### src/rtl/tt_um_led_pwm_bank_jellyant.sv
// Multi-channel LED PWM bank for a TinyTapeout user slot.
// Duties are written through a synchronised strobe/ack handshake into shadow
// registers and copied to the active set only at a PWM period boundary, so a
// running period is never glitched. Global invert and blink gating apply
// immediately (after synchronisation) without waiting for the period end.
module tt_um_led_pwm_bank_jellyant #(
  parameter int CH            = 8,
  parameter int PWM_BITS      = 8,
  parameter int PRESCALE      = 4,
  parameter int BLINK_PERIODS = 16
) (
  input  logic       clk,
  input  logic       rst_n,
  input  logic       ena,
  input  logic [7:0] ui_in,
  input  logic [7:0] uio_in,
  output logic [7:0] uo_out,
  output logic [7:0] uio_out,
  output logic [7:0] uio_oe
);

  localparam int PS_W = (PRESCALE > 1) ? $clog2(PRESCALE) : 1;
  localparam int BL_W = (BLINK_PERIODS > 1) ? $clog2(BLINK_PERIODS) : 1;
  localparam logic [PS_W-1:0]     PS_LAST  = PS_W'(PRESCALE - 1);
  localparam logic [BL_W-1:0]     BL_LAST  = BL_W'(BLINK_PERIODS - 1);
  // The counter runs 0..MAX-1 so that a duty of MAX keeps the output solidly on.
  localparam logic [PWM_BITS-1:0] CNT_LAST = PWM_BITS'((1 << PWM_BITS) - 2);

  // Synchronised control pins: bit0 strobe, bit1 invert, bit2 blink enable.
  logic [2:0]          sync1_q, sync2_q;
  logic                strobe_dly_q;
  logic [PS_W-1:0]     presc_q, presc_d;
  logic [PWM_BITS-1:0] pwm_cnt_q, pwm_cnt_d;
  logic [BL_W-1:0]     blink_cnt_q, blink_cnt_d;
  logic                blink_phase_q, blink_phase_d;
  logic [PWM_BITS-1:0] shadow_q [CH];
  logic [PWM_BITS-1:0] shadow_d [CH];
  logic [PWM_BITS-1:0] active_q [CH];
  logic [PWM_BITS-1:0] active_d [CH];
  logic [CH-1:0]       out_q, out_d;
  logic                ack_q, pstart_q;

  logic strobe_rise, addr_ok, wr, tick, pend, invert_s, blink_en_s, blank;

  // Upper duty bits (when PWM_BITS < 8) and uio_in[7:6] are deliberately ignored.
  wire unused_ok = &{1'b0, ui_in, uio_in[7:6]};

  assign strobe_rise = sync2_q[0] & ~strobe_dly_q;
  assign invert_s    = sync2_q[1];
  assign blink_en_s  = sync2_q[2];
  assign addr_ok     = ({1'b0, uio_in[2:0]} < 4'(CH));
  assign wr          = strobe_rise & addr_ok;
  assign tick        = ena & (presc_q == PS_LAST);
  assign pend        = tick & (pwm_cnt_q == CNT_LAST);
  assign blank       = blink_en_s & ~blink_phase_q;

  // Next-state for timebase, blink, duty buffers and channel outputs.
  always_comb begin
    presc_d       = presc_q;
    pwm_cnt_d     = pwm_cnt_q;
    blink_cnt_d   = blink_cnt_q;
    blink_phase_d = blink_phase_q;
    shadow_d      = shadow_q;
    active_d      = active_q;
    out_d         = '0;
    if (ena) presc_d = (presc_q == PS_LAST) ? '0 : presc_q + 1'b1;
    if (tick) pwm_cnt_d = (pwm_cnt_q == CNT_LAST) ? '0 : pwm_cnt_q + 1'b1;
    for (int i = 0; i < CH; i++) begin
      if (wr && (uio_in[2:0] == 3'(i))) shadow_d[i] = ui_in[PWM_BITS-1:0];
    end
    // A write landing on the boundary edge is taken into the new period.
    if (pend) begin
      active_d = shadow_d;
      if (blink_cnt_q == BL_LAST) begin
        blink_cnt_d   = '0;
        blink_phase_d = ~blink_phase_q;
      end else begin
        blink_cnt_d = blink_cnt_q + 1'b1;
      end
    end
    for (int i = 0; i < CH; i++) begin
      out_d[i] = ((pwm_cnt_q < active_q[i]) & ~blank) ^ invert_s;
    end
  end

  // All state registers; everything clears asynchronously on rst_n low.
  always_ff @(posedge clk or negedge rst_n) begin
    if (!rst_n) begin
      sync1_q       <= '0;
      sync2_q       <= '0;
      strobe_dly_q  <= 1'b0;
      presc_q       <= '0;
      pwm_cnt_q     <= '0;
      blink_cnt_q   <= '0;
      blink_phase_q <= 1'b1;
      out_q         <= '0;
      ack_q         <= 1'b0;
      pstart_q      <= 1'b0;
      for (int i = 0; i < CH; i++) begin
        shadow_q[i] <= '0;
        active_q[i] <= '0;
      end
    end else begin
      sync1_q       <= uio_in[5:3];
      sync2_q       <= sync1_q;
      strobe_dly_q  <= sync2_q[0];
      presc_q       <= presc_d;
      pwm_cnt_q     <= pwm_cnt_d;
      blink_cnt_q   <= blink_cnt_d;
      blink_phase_q <= blink_phase_d;
      out_q         <= out_d;
      ack_q         <= wr;
      pstart_q      <= pend;
      shadow_q      <= shadow_d;
      active_q      <= active_d;
    end
  end

  // Pin mapping: unused channel outputs are tied low.
  always_comb begin
    uo_out         = '0;
    uo_out[CH-1:0] = out_q;
  end

  assign uio_out = {pstart_q, ack_q, 6'b00_0000};
  assign uio_oe  = 8'b1100_0000;

endmodule

### config.mk
export PLATFORM = sky130hd
export DESIGN_NAME = tt_um_led_pwm_bank_jellyant
export DESIGN_NICKNAME = d
export VERILOG_FILES = /design/src/rtl/tt_um_led_pwm_bank_jellyant.sv
export SDC_FILE = /design/constraint.sdc
export NUM_CORES = 1
export LEC_CHECK = 0
export BUFFER_PORTS_ARGS = -buffer_cell sky130_fd_sc_hd__buf_4
export CAP_MARGIN = 30
export CORE_MARGIN = 2
export CORE_UTILIZATION = 35
export CTS_CLUSTER_DIAMETER = 50
export CTS_CLUSTER_SIZE = 14
export DETAILED_ROUTE_END_ITERATION = 10
export SYNTH_ARGS = -nofsm -noshare
export SYNTH_HDL_FRONTEND = slang
export SYNTH_SLANG_ARGS = --single-unit
### constraint.sdc
create_clock -name clk -period 3.5 [get_ports clk]
set_clock_uncertainty 0.2 [all_clocks]
set_input_delay 0.35 -clock clk [delete_from_list [all_inputs] [get_ports clk]]
set_output_delay 0.35 -clock clk [all_outputs]
set_load 0.01 [all_outputs]
# --- After elaboration in Yosys (flattened, before gate mapping) ---
# Index checks and enable logic that the tools add are counted.
# W data, S select, Z words.
op_classes:
  n_reduce_logical: 10
  add_sub_neg: 3
  n_mux: 11
  eq_ne: 10
  n_lt_le_gt_ge: 8
  bitwise_logic: 23
op_table:
  columns: ["operator", "n"]
  rows:
  - ["$mux W8", 9]
  - ["$lt A8 B8 Y1", 8]
  - ["$and A1 B1 Y1", 12]
  - ["$eq A3 B3 Y1 const B", 4]
  - ["$add A8 B1 Y8 const B", 1]
  - ["$eq A8 B8 Y1 const B", 1]
  - ["$logic_and A1 B1 Y1", 8]
  - ["$xor A1 B1 Y1", 8]
  - ["$eq A3 B2 Y1 const B", 2]
  - ["$add A4 B1 Y4 const B", 1]
  - ["$eq A4 B4 Y1 const B", 1]
  - ["$mux W4", 1]
  - ["$eq A3 B1 Y1 const B", 1]
  - ["$logic_not A3 Y1", 1]
  - ["$not A1 Y1", 3]
  - ["$add A2 B1 Y2 const B", 1]
  - ["$eq A2 B2 Y1 const B", 1]
  - ["$mux W2", 1]
  - ["$reduce_and A2 Y1", 1]
totals:
  out_inout_bits: 24
  word_cells: 91
  ff_bits: 160
  inputBits: 19

# --- Depth between registers and ports, before layout ---
# Gate-level depths: netlist (run 1).
logic_depth:
  depth_word: 5
  mapped_depth: 9
  mapped_depth_nobuf: 6

# --- Worst setup path before layout (run 1) ---
# No wires, ideal clock.
synth_timing:
  path_kind: "register to register"
  startpoint: "reg pwm_cnt_q[0]"
  endpoint: "reg active_q[44] (netlist bit)"
  n_path_buf: 3
  arrival_time_ns: 1.717
  required_ns: 3.175
  setup_slack_ns: 1.458
  synth_period_minus_slack_ns: 2.042
  setup_time_ns: 0.125
  path_stages_with_launch: 9
  path_cell_list: "dfrtp_1 -> clkbuf_1 -> inv_1 -> ha_1 -> nand3_1 -> nor3_2 -> buf_4 -> buf_4 -> mux2_2"
synth_between:
  elab_chain_cells: 2
synth_rtl:
  columns: ["element", "line", "source"]
  rows:
  - ["start, declared", "33", "logic [PWM_BITS-1:0] pwm_cnt_q, pwm_cnt_d;"]
  - ["start signal, assigned", "108", "pwm_cnt_q <= pwm_cnt_d;"]
  - ["$eq A8 B8 Y1", "54", "assign pend = tick & (pwm_cnt_q == CNT_LAST);"]
  - ["$and A1 B1 Y1", "54", null]
  - ["end signal, assigned", "115", "active_q <= active_d;"]
  - ["end, declared", "38", "logic [PWM_BITS-1:0] active_q [CH];"]
# No other way between the ends.
# A chain may end at the register's enable or synchronous reset.

# --- Worst setup path in the final report (run 1) ---
layout_timing:
  startpoint: "reg pwm_cnt_q[1]"
  endpoint: "reg out_q[1] (netlist: uo_out[1])"
layout_between:
  elab_chain_cells: 3
layout_rtl:
  columns: ["element", "line", "source"]
  rows:
  - ["$lt A8 B8 Y1", "82", "out_d[i] = ((pwm_cnt_q < active_q[i]) & ~blank) ^ invert_s;"]
  - ["$and A1 B1 Y1", "82", null]
  - ["$xor A1 B1 Y1", "82", null]
  - ["named net out_d[1]", "40", "logic [CH-1:0] out_q, out_d;"]
  - ["end signal, assigned", "111", "out_q <= out_d;"]
  - ["end, declared", "40", null]
# The timed path passes the listed nets, and every way through them passes these cells.

==> summary.md, run 1 <==
| Metric | Value |
|---|---|
| DRC | 0 |
| Vias per std cell | around 5 |
| Die Height | between 150 and 200 um |
| CTS tree | done |
| CTS buffer count | 17 |
| Cell variety after synth | 39 |
| Fill count | slightly above 2,000 |
| Setup violations, final | 0 |
| Largest net degree at the start of global routing | between 90 and 100 |
| Met3 WL | between 600 and 700 um |
| Die X | roughly 150 um |
| Worst-path clk slew | ~60 ps |
| M1 wire length | between 7 and 8 mm |
| Hold Fails Final Rpt | 0 |
| Setup CP Type | reg -> reg |
| Status | finished, final reports clean |
| Power per standard cell area | 574 nW/um2 |
| CTS Root Cell | clkbuf_16 |
| Final Total Pwr | roughly 5000 uW |
| Hpwl dp | approximately 11 mm |
| Synth Instances | between 500 and 600 |
| Vias | between 4,000 and 5,000 |
| Worst setup EP type | register |
| Period minus WS final | 2610 ps |
| Hold Buf Count CTS | 4 |
| Crit path required time | roughly 3600 ps |
| Max-Slew Margin vs Limit | between 30 and 40% |
| Met2 WL | 7.38 mm |
| Row cnt | 54 |
| GRT Total Usage | around 15% |
| Top layer in use | met4 |
| Synth Register Bits | 160 |
| Share of cells above drive strength 1 | about 33% |
| Die area | approximately 23,000 um2 |
| Area contributors post-synth | dfrtp_1 (52%), mux2_2 (19%), ha_1 (9.8%) |
| Synth top area share | between 50% and 60% |
| Crit path max fanout | 12 |
| RSZ-0062 raised after global routing | no |
| # IOs | 43 |
| Antenna violations before repair | 0 |
| R2r setup slk | ~890 ps |
| Clock Tree Buf Depth | 2 |
| CTS sink cnt | 160 |
| Post-synth top area cell | dfrtp_1 |
| Initial core utilization | about a third |
| Post-Syn Area | 7640 um2 |
| Setup TNS | 0 ps |
| Area Growth Syn to Fin | 13.7% |
| Setup bufs post-CTS | 0 |
| Antenna Nets Post-Route | 0 |
| Vias in the first global route | roughly 4,600 |
| Register area share after synthesis | between 50% and 60% |
| Wirelength per Cell | roughly 17 um |
| Maximum VDD drop | 0.000314 V |
| Post_cts resized | 0 |
| Ant. Diodes | 0 |
| Post-layout nets | 691 |
| Fmax | 383 MHz |
| Slew @ Worst Pin | roughly 1000 ps |
| Synth Area per Inst | roughly 13 um2 |
| Max-slew violation count | 0 |
| Ys Warns | 0 |
| DRT Pass-1 Iters | 4 |
| RePlAce Congestion | roughly 0.76 |
| Gr ovfl total | 0 |
| Drt total wl | ~16 mm |
| Initial DRC Count | between 150 and 200 |
| Post-route clock period utilization | 74.6% |
| P_leak | approximately 0.0040 uW |
| Core ar. | between 20,000 and 25,000 um2 |
| Clock Latency Late Sink | about 420 ps |
| H-tree depth | 4 |
| Crit start category | register |
| I/O Buffers | 26 |
| HP Class | in -> reg |
| Crit path arrival time | ~2700 ps |
| Maxcap violations | 0 |
| Global-route wire length before repair | about 25 mm |
## Yosys cell counts
cell type,n
a21o_1,8
nor3_2,1
clkbuf_1,3
nand4_1,12
nand2_2,1
nor3_1,2
and4_1,8
buf_2,5
a32o_1,1
xnor2_1,12
nor2_2,2
a21oi_1,8
buf_4,19
nor2b_1,2
nand3_2,1
o31ai_1,9
nor3b_4,3
or2_2,7
nand2b_1,9
nor2_1,8
mux2_2,129
and2_1,1
a2111oi_0,16
and3_1,2
o21ai_0,3
inv_1,57
ha_1,60
buf_1,1
or3_1,3
nand3b_2,3
dfstp_2,1
conb_1,2
xor2_1,3
a31oi_1,1
dfrtp_1,159
nand3_1,3
mux2_1,3
buf_6,1
nand2_1,8
## placed cells by master (no fill, tap or decap), types with 2 or more instances in the layout
cell	count
a21oi_1	8
nand2b_1	9
dlygate4sd3_1	4
o21ai_0	3
nand3b_2	3
conb_1	14
nand4_1	12
xor2_1	3
o31ai_1	9
clkbuf_16	17
mux2_1	3
nand2_1	8
and3_1	2
nand3_1	3
or3_1	3
and4_1	8
nor2_1	8
clkbuf_1	4
nor3b_4	3
dfrtp_1	159
xnor2_1	12
buf_4	27
clkinv_2	5
ha_1	60
nor3_1	2
mux2_2	129
nor2_2	2
a21o_1	8
a2111oi_0	16
or2_2	7
clkbuf_8	5
inv_1	57
nor2b_1	2
## flip-flops by register name (all words and copies together) (netlist names), 2 cells and up
register     cells
blink_cnt_q      4
shadow_q        64
uo_out           8
sync2_q          3
presc_q          2
active_q        64
sync1_q          3
pwm_cnt_q        8
## routing by layer
layer | GRT usage (%) | vias up
li1 | - | 2086
met3 | 2.81 | 21
met4 | 5.37 | 0
met1 | 19.8 | 2234
met5 | 0 | -
met2 | 23.9 | 69
## worst paths after layout
| check | start | end | cells past startpoint |
|---|---|---|---|
| min | ena | presc_q[0] | 2 |
| max | pwm_cnt_q[1] | uo_out[1] | 4 |
| max reg2reg | pwm_cnt_q[1] | uo_out[1] | 4 |
| min in group asynchronous | rst_n | shadow_q[2] | 2 |
| min reg2reg | sync1_q[2] | sync2_q[2] | 0 |
| max in group asynchronous | rst_n | blink_phase_q | 3 |
## cell families (layout without fill, tap and decap cells)
group,Yosys count,after routing,synth area share [%]
DFF,160,160,52.4
muxes,132,132,19.5
buffers and inverters,86,122,5.34
and+or+nand+nor,76,76,6.67
adders and majority gates,60,60,9.83
AOI/OAI and AO/OA,46,46,4.44
xor gates and xnor gates,15,15,1.72
other,2,14,0.0983
## critical path, cell delays in order (launching register included)
cell	delay (ps)
dfrtp_1	690
ha_1	320
a2111oi_0	850
o31ai_1	220
xnor2_1	180
## cell type report
| class | count | area (um2) | share of cell area, % |
|---|---|---|---|
| clock buffer | 26 | 509 | 5.86 |
| clock inverter | 6 | 55.1 | 0.634 |
| inverter | 57 | 214 | 2.46 |
| multi-input combinational | 343 | 3280 | 37.7 |
| sequential | 160 | 4010 | 46.1 |
| tap | 280 | 350 | 4.03 |
| timing repair buffer | 33 | 274 | 3.16 |
## per-stage QoR
step	instance area [um2]	hold WS, ps	instances	setup slack (ps)	utilization (%)
finish	8680	32.9	905	889	40.2
global placement	8080	132	869	884	37.4
CTS	8680	9.55	905	858	40.2
floorplan	7680	-146	589	1460	-
global route	8680	25.0	905	764	40.2
detailed placement	8080	140	869	862	37.4
## report_power, final
group	leakage [uW]	switching [uW]	total [uW]	internal, uW
sequential	0.00208	176	2280	2100
combinational	0.00169	463	930	467
clock	0.000284	706	1770	1070
(Power assumes the default switching activity.)
==> run 2: changes to the inputs <==
--- a/config.mk
+++ b/config.mk
@@ -5,6 +5,7 @@
 export SDC_FILE = /design/constraint.sdc
 export NUM_CORES = 1
 export LEC_CHECK = 0
+export ABC_AREA = 1
 export BUFFER_PORTS_ARGS = -buffer_cell sky130_fd_sc_hd__buf_4
 export CAP_MARGIN = 30
 export CORE_MARGIN = 2
==> constraint.sdc (replaced) <==
create_clock -name clk -period 2.3 [get_ports clk]
set_clock_uncertainty 0.2 [all_clocks]
set_input_delay 0.23 -clock clk [delete_from_list [all_inputs] [get_ports clk]]
set_output_delay 0.23 -clock clk [all_outputs]
set_load 0.01 [all_outputs]
==> run 2 against run 1 <==
  * Total power rose by 48%
  * Sequential power rose by 42%
  * Flip-flop and latch count did not move
  * Core utilization rose by 1.4 points
  * Sequential share of layout area fell by 1.8 points
  * Combinational power rose by 37%
  * Non-clock buffer count rose by 27
  * Clock power rose by 63%
  * Via count rose by 29%
  * Synthesized area rose by 1.5%
  * Highest routed layer unchanged
==> summary.md, run 2 <==
| Metric | Value |
|---|---|
| Die Height | 153 um (+0.74%) |
| CTS buffer count | 17 (unchanged) |
| Internal | 5370 uW (+48%) |
| Setup bufs post-CTS | 0 (unchanged) |
| Ys Warns | 0 (unchanged) |
| Final Total Pwr | 7390 uW (+48%) |
| Hold Fails Final Rpt | 0 (unchanged) |
| Die area | 23,400 um2 (+1.5%) |
| Synth Area per Inst | 8.66 um2 (-35%) |
| Ant. Diodes | 0 (unchanged) |
| Crit start category | register |
| Drt total wl | 18.0 mm (+14%) |
| Crit path required time | 2390 ps (-1180 ps) |
| DRC | 0 (unchanged) |
| Synth Register Bits | 160 (unchanged) |
| Global Route met2 Usage | 25.2% (+1.3 points) |
| Placed Area | 8310 um2 (+2.8%) |
| CTS Root Cell | clkbuf_16 |
| Post-layout nets | 1,026 (+48%) |
| DRT Pass-1 Iters | 4 (unchanged) |
| I/O Buffers | 26 (unchanged) |
| P_sw | 2020 uW (+50%) |
| Period minus WS final | 1930 ps (-677 ps) |
| Busiest metal layer after global routing | met2 |
| Max-Slew Margin vs Limit | 64.1% (+33 points) |
| Most frequent cells in the layout | nand2_1 (295), dfrtp_1 (159), inv_1 (101) |
| Vias in the first global route | 5,590 (+21%) |
| Post-synth top area cell | dfrtp_1 |
| Leading registers by flop count | active_q (64), shadow_q (64) |
| Post-synth EDFFs | 0 (unchanged) |
| Commonest cells in the netlist | nand2_1 (295), dfrtp_1 (159), inv_1 (101), o21ai_1 (67), ha_1 (60) |
| Antenna violations before repair | 0 (unchanged) |
| Met3 usage | 3.97% (+1.2 points) |
| Worst setup EP type | register |
| Power per standard cell area | 818 nW/um2 (+42%) |
| Vias | 5,700 (+29%) |
| Vias per std cell | 4.60 (-5.7%) |
| Cell variety after synth | 30 (-23%) |
| RePlAce Congestion | 0.764 (+1.2%) |
| Setup TNS | 0 ps (unchanged) |
| Fmax | 517 MHz (+35%) |
| Row cnt | 54 (unchanged) |
| Slew @ Worst Pin | 538 ps (-494 ps) |
| Global-route wire length before repair | 29.8 mm (+19%) |
| Async SR Flop Fraction | 100% (unchanged) |
| Clock Latency Late Sink | 420 ps (about the same) |
| Setup CP Type | reg -> reg |
| # IOs | 43 (unchanged) |
| Register area share after synthesis | 51.7% (-0.79 points) |
| Synth top area share | 51.3% (-0.78 points) |
| Core ar. | 21,800 um2 (+0.63%) |
| Clock power share | 39.0% (+3.4 points) |
| Gr ovfl total | 0 (unchanged) |
| Initial DRC Count | 368 (+90%) |
| Largest net degree at the start of global routing | 72 (-22%) |
| H-tree depth | 4 (unchanged) |
| WHS | 66.1 ps (+33.2 ps) |
| Design area | 9030 um2 (+4.0%) |
| RSZ-0062 raised after global routing | no |
| GRT Total Usage | 16.2% (+1.5 points) |
| Maximum VDD drop | 0.000413 V (+32%) |
| Hold Buf Count CTS | 13 (+9) |
| Antenna Nets Post-Route | 0 (unchanged) |
| Hpwl dp | 11.9 mm (+12%) |
| Synth Instances | 895 (+55%) |
| Commonest non-fill, non-tap cell in the layout | nand2_1 |
| Area contributors post-synth | dfrtp_1 (51%), nand2_1 (14%), ha_1 (9.7%) |
| Setup violations, final | 0 (unchanged) |
| Crit path max fanout | 8 (-4) |
| Initial core utilization | 35.6% (+0.32 points) |
| Clock Tree Buf Depth | 2 (unchanged) |
| Met1 GRT Util | 22.8% (+3.0 points) |
| Crit path arrival time | 2030 ps (-650 ps) |
| Share of cells above drive strength 1 | 10.0% (-23 points) |
| Wirelength per Cell | 14.5 um (-16%) |
| Post-route clock period utilization | 84.1% (+9.5 points) |
| Maxcap violations | 0 (unchanged) |
| Part of the power in combinational logic | 17.1% (-1.6 points) |
| Status | finished, final reports clean |
| Post_cts resized | 0 (unchanged) |
| Most used DFF post-synth | dfrtp_1 |
| Max-slew violation count | 0 (unchanged) |
| Most frequent cell after synthesis | nand2_1 |
| Flop pwr share | 43.9% (-1.8 points) |
| HP Class | in -> async |
| Sw Share | 27.3% (+0.35 points) |
| CTS sink cnt | 160 (unchanged) |
| Worst-path clk slew | 60 ps (about the same) |
| Area Growth Syn to Fin | 16.5% |
| Die X | 153 um (+0.74%) |
| P_leak | 0.00483 uW (+19%) |
| CTS tree | done |
| Post-Syn Area | 7750 um2 (+1.5%) |
==> run 2: worst max-delay path, cell delays in order, from the launching register on <==
cell     delay [ps]
dfrtp_1         470
buf_4           230
ha_1            320
a21oi_1         140
o21ai_0         110
nor2_1          130
nand2_1          70
nand2_1          50
nand2_1          80
==> run 2: layer usage <==
layer  routed length (um)  up-vias
li1                     -     2914
met3                  954       16
met1                 8580     2663
met4                  235        0
met2                 8210      107
met5                    0        -
==> run 2: cell families after synthesis <==
family                   count (synthesis)  share of synthesized area [%]
AND/OR/NAND/NOR                        374                           20.0
AO/OA/AOI/OAI                          153                           9.99
multiplexers                             1                          0.145
adder cells (fa/ha/maj)                 60                           9.68
XOR/XNOR                                 1                          0.113
buffers and inverters                  144                           8.36
other                                    2                         0.0969
flip-flops                             160                           51.7
==> run 2: area by class of cell <==
class / count / area [um2]
flip-flops and latches: 160 / 4010
clock buffers: 25 / 485
well taps: 280 / 350
fillers: 2140 / 12700
clock inverters: 7 / 113
inverters: 105 / 394
repair buffers: 60 / 537
multi-input cells: 603 / 3150
==> run 2: final timing paths <==
path                            slack [ps]  cells past startpoint             to          from
worst max-delay path                   370                      8      uo_out[0]  pwm_cnt_q[7]
worst min-delay path                    70                      2   shadow_q[11]         rst_n
min in group clk                       120                      4   shadow_q[17]     uio_in[2]
worst max register to register         370                      8      uo_out[0]  pwm_cnt_q[7]
worst min register to register         150                      0     sync2_q[1]    sync1_q[1]
max in group asynchronous             1210                      3  blink_phase_q         rst_n
==> run 2: through the flow <==
step	utilization, %	std cells	setup WS [ps]
after CTS	41.5	1240	358
final	41.5	1240	365
after floorplan	-	907	234
after global routing	41.5	1240	177
after global placement	38.2	1195	400
after detailed placement	38.2	1195	376
==> run 2: power by group through the flow <==
stage          logic (uW)  registers, uW  clock network [uW]
6_report             1270           3240                2880
2_1_floorplan         714           3310                   0
3_3_place_gp         1220           3290                   0
4_1_cts              1280           3240                2940
5_1_grt              1470           3280                3080
3_5_place_dp         1250           3290                   0
==> run 3: changes to the inputs <==
==> constraint.sdc (replaced) <==
create_clock -name clk -period 1.66 [get_ports clk]
set_clock_uncertainty 0.2 [all_clocks]
set_input_delay 0.166 -clock clk [delete_from_list [all_inputs] [get_ports clk]]
set_output_delay 0.166 -clock clk [all_outputs]
set_load 0.01 [all_outputs]
==> run 3 against run 2 <==
  * The run now ends with setup timing left
  * First-iteration DRC count grew 24%
  * Setup slack worse by 510 ps
  * Core utilization is 3.6 points higher
  * Largest cell class unchanged
  * Via count rose by 4.8%
==> summary.md, run 3 (same netlist as run 2, synthesis figures left out) <==
| Metric | Value |
|---|---|
| Status | finished, violations left |
| Failing checks | setup timing |
| # IOs | 43 (unchanged) |
| Busiest metal layer after global routing | met2 |
| Largest net degree at the start of global routing | 46 (-36%) |
| Die X | 153 um (unchanged) |
| DRC | 0 (unchanged) |
| DRT Pass-1 Iters | 6 (+2) |
| Crit path arrival time | 1920 ps (-110 ps) |
| Part of the power in combinational logic | 20.1% (+3.0 points) |
| Util after Layout | 45.2% (+3.6 points) |
| Initial DRC Count | 458 (+24%) |
| Vias | 5,971 (+4.8%) |
| P_leak | 0.00515 uW (+6.6%) |
| Die area | 23,400 um2 (unchanged) |
| RePlAce Congestion | 0.781 (+2.1%) |
| Maxcap violations | 0 (unchanged) |
| Reg-to-Reg Start | pwm_cnt_q[6] |
| Commonest non-fill, non-tap cell in the layout | nand2_1 |
| Final Worst Setup Slack | -144 ps (-509 ps) |
| Share of cells above drive strength 1 | 18.0% (+8.0 points) |
| Met1 GRT Util | 22.2% (-0.55 points) |
| I/O Buffers | 26 (unchanged) |
| Setup CP Type | reg -> reg |
| Crit path max fanout | 5 (-3) |
| Hpwl dp | 12.1 mm (+2.1%) |
| CP cell instances | buf_6 > ha_1 > nand2_1 > inv_1 > and3_1 > nor2_1 > nand2_1 > nand2_1 > nand2_1 |
| Core ar. | 21,800 um2 (unchanged) |
| Die Height | 153 um (unchanged) |
| RSZ-0062 raised after global routing | yes |
| CTS Root Cell | clkbuf_16 |
| Period minus WS final | 1800 ps (-131 ps) |
| CTS tree | done |
| Non-filler cells, final | 1,281 (+3.3%) |
| Gr ovfl total | 0 (unchanged) |
| Worst-path clk slew | 60 ps (about the same) |
| Internal | 7880 uW (+47%) |
| CTS sink cnt | 160 (unchanged) |
| Met3 usage | 3.23% (-0.74 points) |
| P_sw | 3030 uW (+50%) |
| Post-route clock period utilization | 109% (+25 points) |
| Sw Share | 27.8% (+0.42 points) |
| Ant. Diodes | 0 (unchanged) |
| Worst path bufs/invs | 2 (+1) |
| Most used cell, CP | nand2_1 |
| Drt total wl | 19.4 mm (+7.7%) |
| Row cnt | 54 (unchanged) |
| Maximum VDD drop | 0.000790 V (+91%) |
| Initial core utilization | 35.6% (unchanged) |
| Crit path required time | 1770 ps (-620 ps) |
| FF-to-FF End | uo_out[3] |
| Worst setup EP type | register |
| Clock Latency Late Sink | 430 ps (about the same) |
| Max-slew violation count | 0 (unchanged) |
| Post-layout nets | 1,068 (+4.1%) |
| Worst path depth | 9 (+1) |
| Worst r2r path cells | 9 (+1) |
| Vias in the first global route | 5,937 (+6.2%) |
| HP Class | in -> async |
| # placed instances | 1,225 (+2.5%) |
| Most frequent cells in the layout | nand2_1 (287), dfrtp_1 (154), inv_1 (97) |
| H-tree depth | 4 (unchanged) |
| CTS buffer count | 17 (unchanged) |
| GRT Total Usage | 16.7% (+0.48 points) |
| Clock power share | 38.6% (-0.4 points) |
| Antenna Nets Post-Route | 0 (unchanged) |
| Antenna violations before repair | 0 (unchanged) |
| R2r setup slk | -140 ps (-510 ps) |
| Global Route met2 Usage | 27.7% (+2.5 points) |
| Vias per std cell | 4.66 (+1.4%) |
| Wirelength per Cell | 15.1 um (+4.3%) |
| Setup violations, final | 78 (+78) |
| Flop pwr share | 41.3% (-2.6 points) |
| Leading registers by flop count | active_q (64), shadow_q (64) |
| CP max-delay cell | dfrtp_2 |
| Clock Tree Buf Depth | 2 (unchanged) |
| Final Total Pwr | 10,900 uW (+48%) |
| Global-route wire length before repair | 30.9 mm (+3.6%) |
| Area Growth Syn to Fin | 26.8% |
| Crit path max-delay family | simple AND/OR/NAND/NOR gates |
| Fmax | 554 MHz (+7.2%) |
| Highest cell delay on the worst timing path | 440 ps (-30 ps) |
| Crit start category | register |
| Power per standard cell area | 1110 nW/um2 (+36%) |
| Hold Fails Final Rpt | 0 (unchanged) |
[run 3: cell count changes in the layout (fill, tap and decap cells not counted), moves of 7 or more]
cell / previous run / this run
a21oi_1: 25 / 18
a21oi_2: 0 / 7
buf_12: 4 / 13
buf_4: 42 / 65
ha_1: 60 / 52
ha_4: 0 / 8
nand2_1: 295 / 287
nand2_2: 4 / 11
o21ai_0: 58 / 30
o21ai_1: 67 / 95
[run 3: layout make-up]
| cell class | instances | area (um2) |
|---|---|---|
| fill | 2064 | 11900 |
| clock inverter | 10 | 158 |
| tap | 280 | 350 |
| timing repair buffer | 102 | 1110 |
| clock buffer | 21 | 470 |
| sequential | 160 | 4010 |
| multi-input combinational | 603 | 3330 |
| inverter | 105 | 399 |
[run 3: power by group through the flow]
stage | Sequential, uW | Clock [uW] | Combinational (uW)
2_1_floorplan | 4600 | 0 | 1030
3_3_place_gp | 4540 | 0 | 1910
3_5_place_dp | 4550 | 0 | 1970
4_1_cts | 4490 | 4260 | 2060
5_1_grt | 4540 | 4450 | 2490
6_report | 4500 | 4210 | 2200
[run 3: repair_timing]
action | in CTS | in global routing
gates cloned | 1 | 3
buffers inserted | 4 | 4
setup endpoints to repair | 79 | 90
pin swaps | 11 | 9
hold buffers | 13 | 0
resized for setup | 24 | 28
endpoints found under the hold margin | 219 | 0
[run 3: stage by stage]
step | hold WS, ps | cell area [um2] | TNS [ps] | setup slack, ps
floorplan | -330 | 7900 | -9920 | -167
global placement | -116 | 8670 | -4300 | -91.1
detailed placement | -115 | 8670 | -6030 | -116
CTS | 0.321 | 9610 | -5320 | -120
global route | 33.0 | 9830 | -13240 | -208
finish | 2.24 | 9830 | -6040 | -144
[run 3: worst max path at each step]
stage,end,startpoint,slack (ps)
CTS,uo_out[3],pwm_cnt_q[7],-120
finish,uo_out[3],pwm_cnt_q[6],-140
detailed placement,uo_out[2],pwm_cnt_q[7],-120
floorplan,blink_phase_q,pwm_cnt_q[0],-170
global placement,pwm_cnt_q[6],presc_q[0],-90
global route,pwm_cnt_q[6],pwm_cnt_q[7],-210
[run 3: routing by layer]
metal	wire, um	share of wire, %
met5	0	0
met4	308	1.6
met3	654	3.4
met2	9510	49
met1	8890	46
[run 3: worst reg2reg max path: cells and delay by family, from the launching register on]
kind	cells	cell delay, ps
adders and majority gates	1	290
buffers and inverters	2	220
and+or+nand+nor	6	540
DFF	1	440
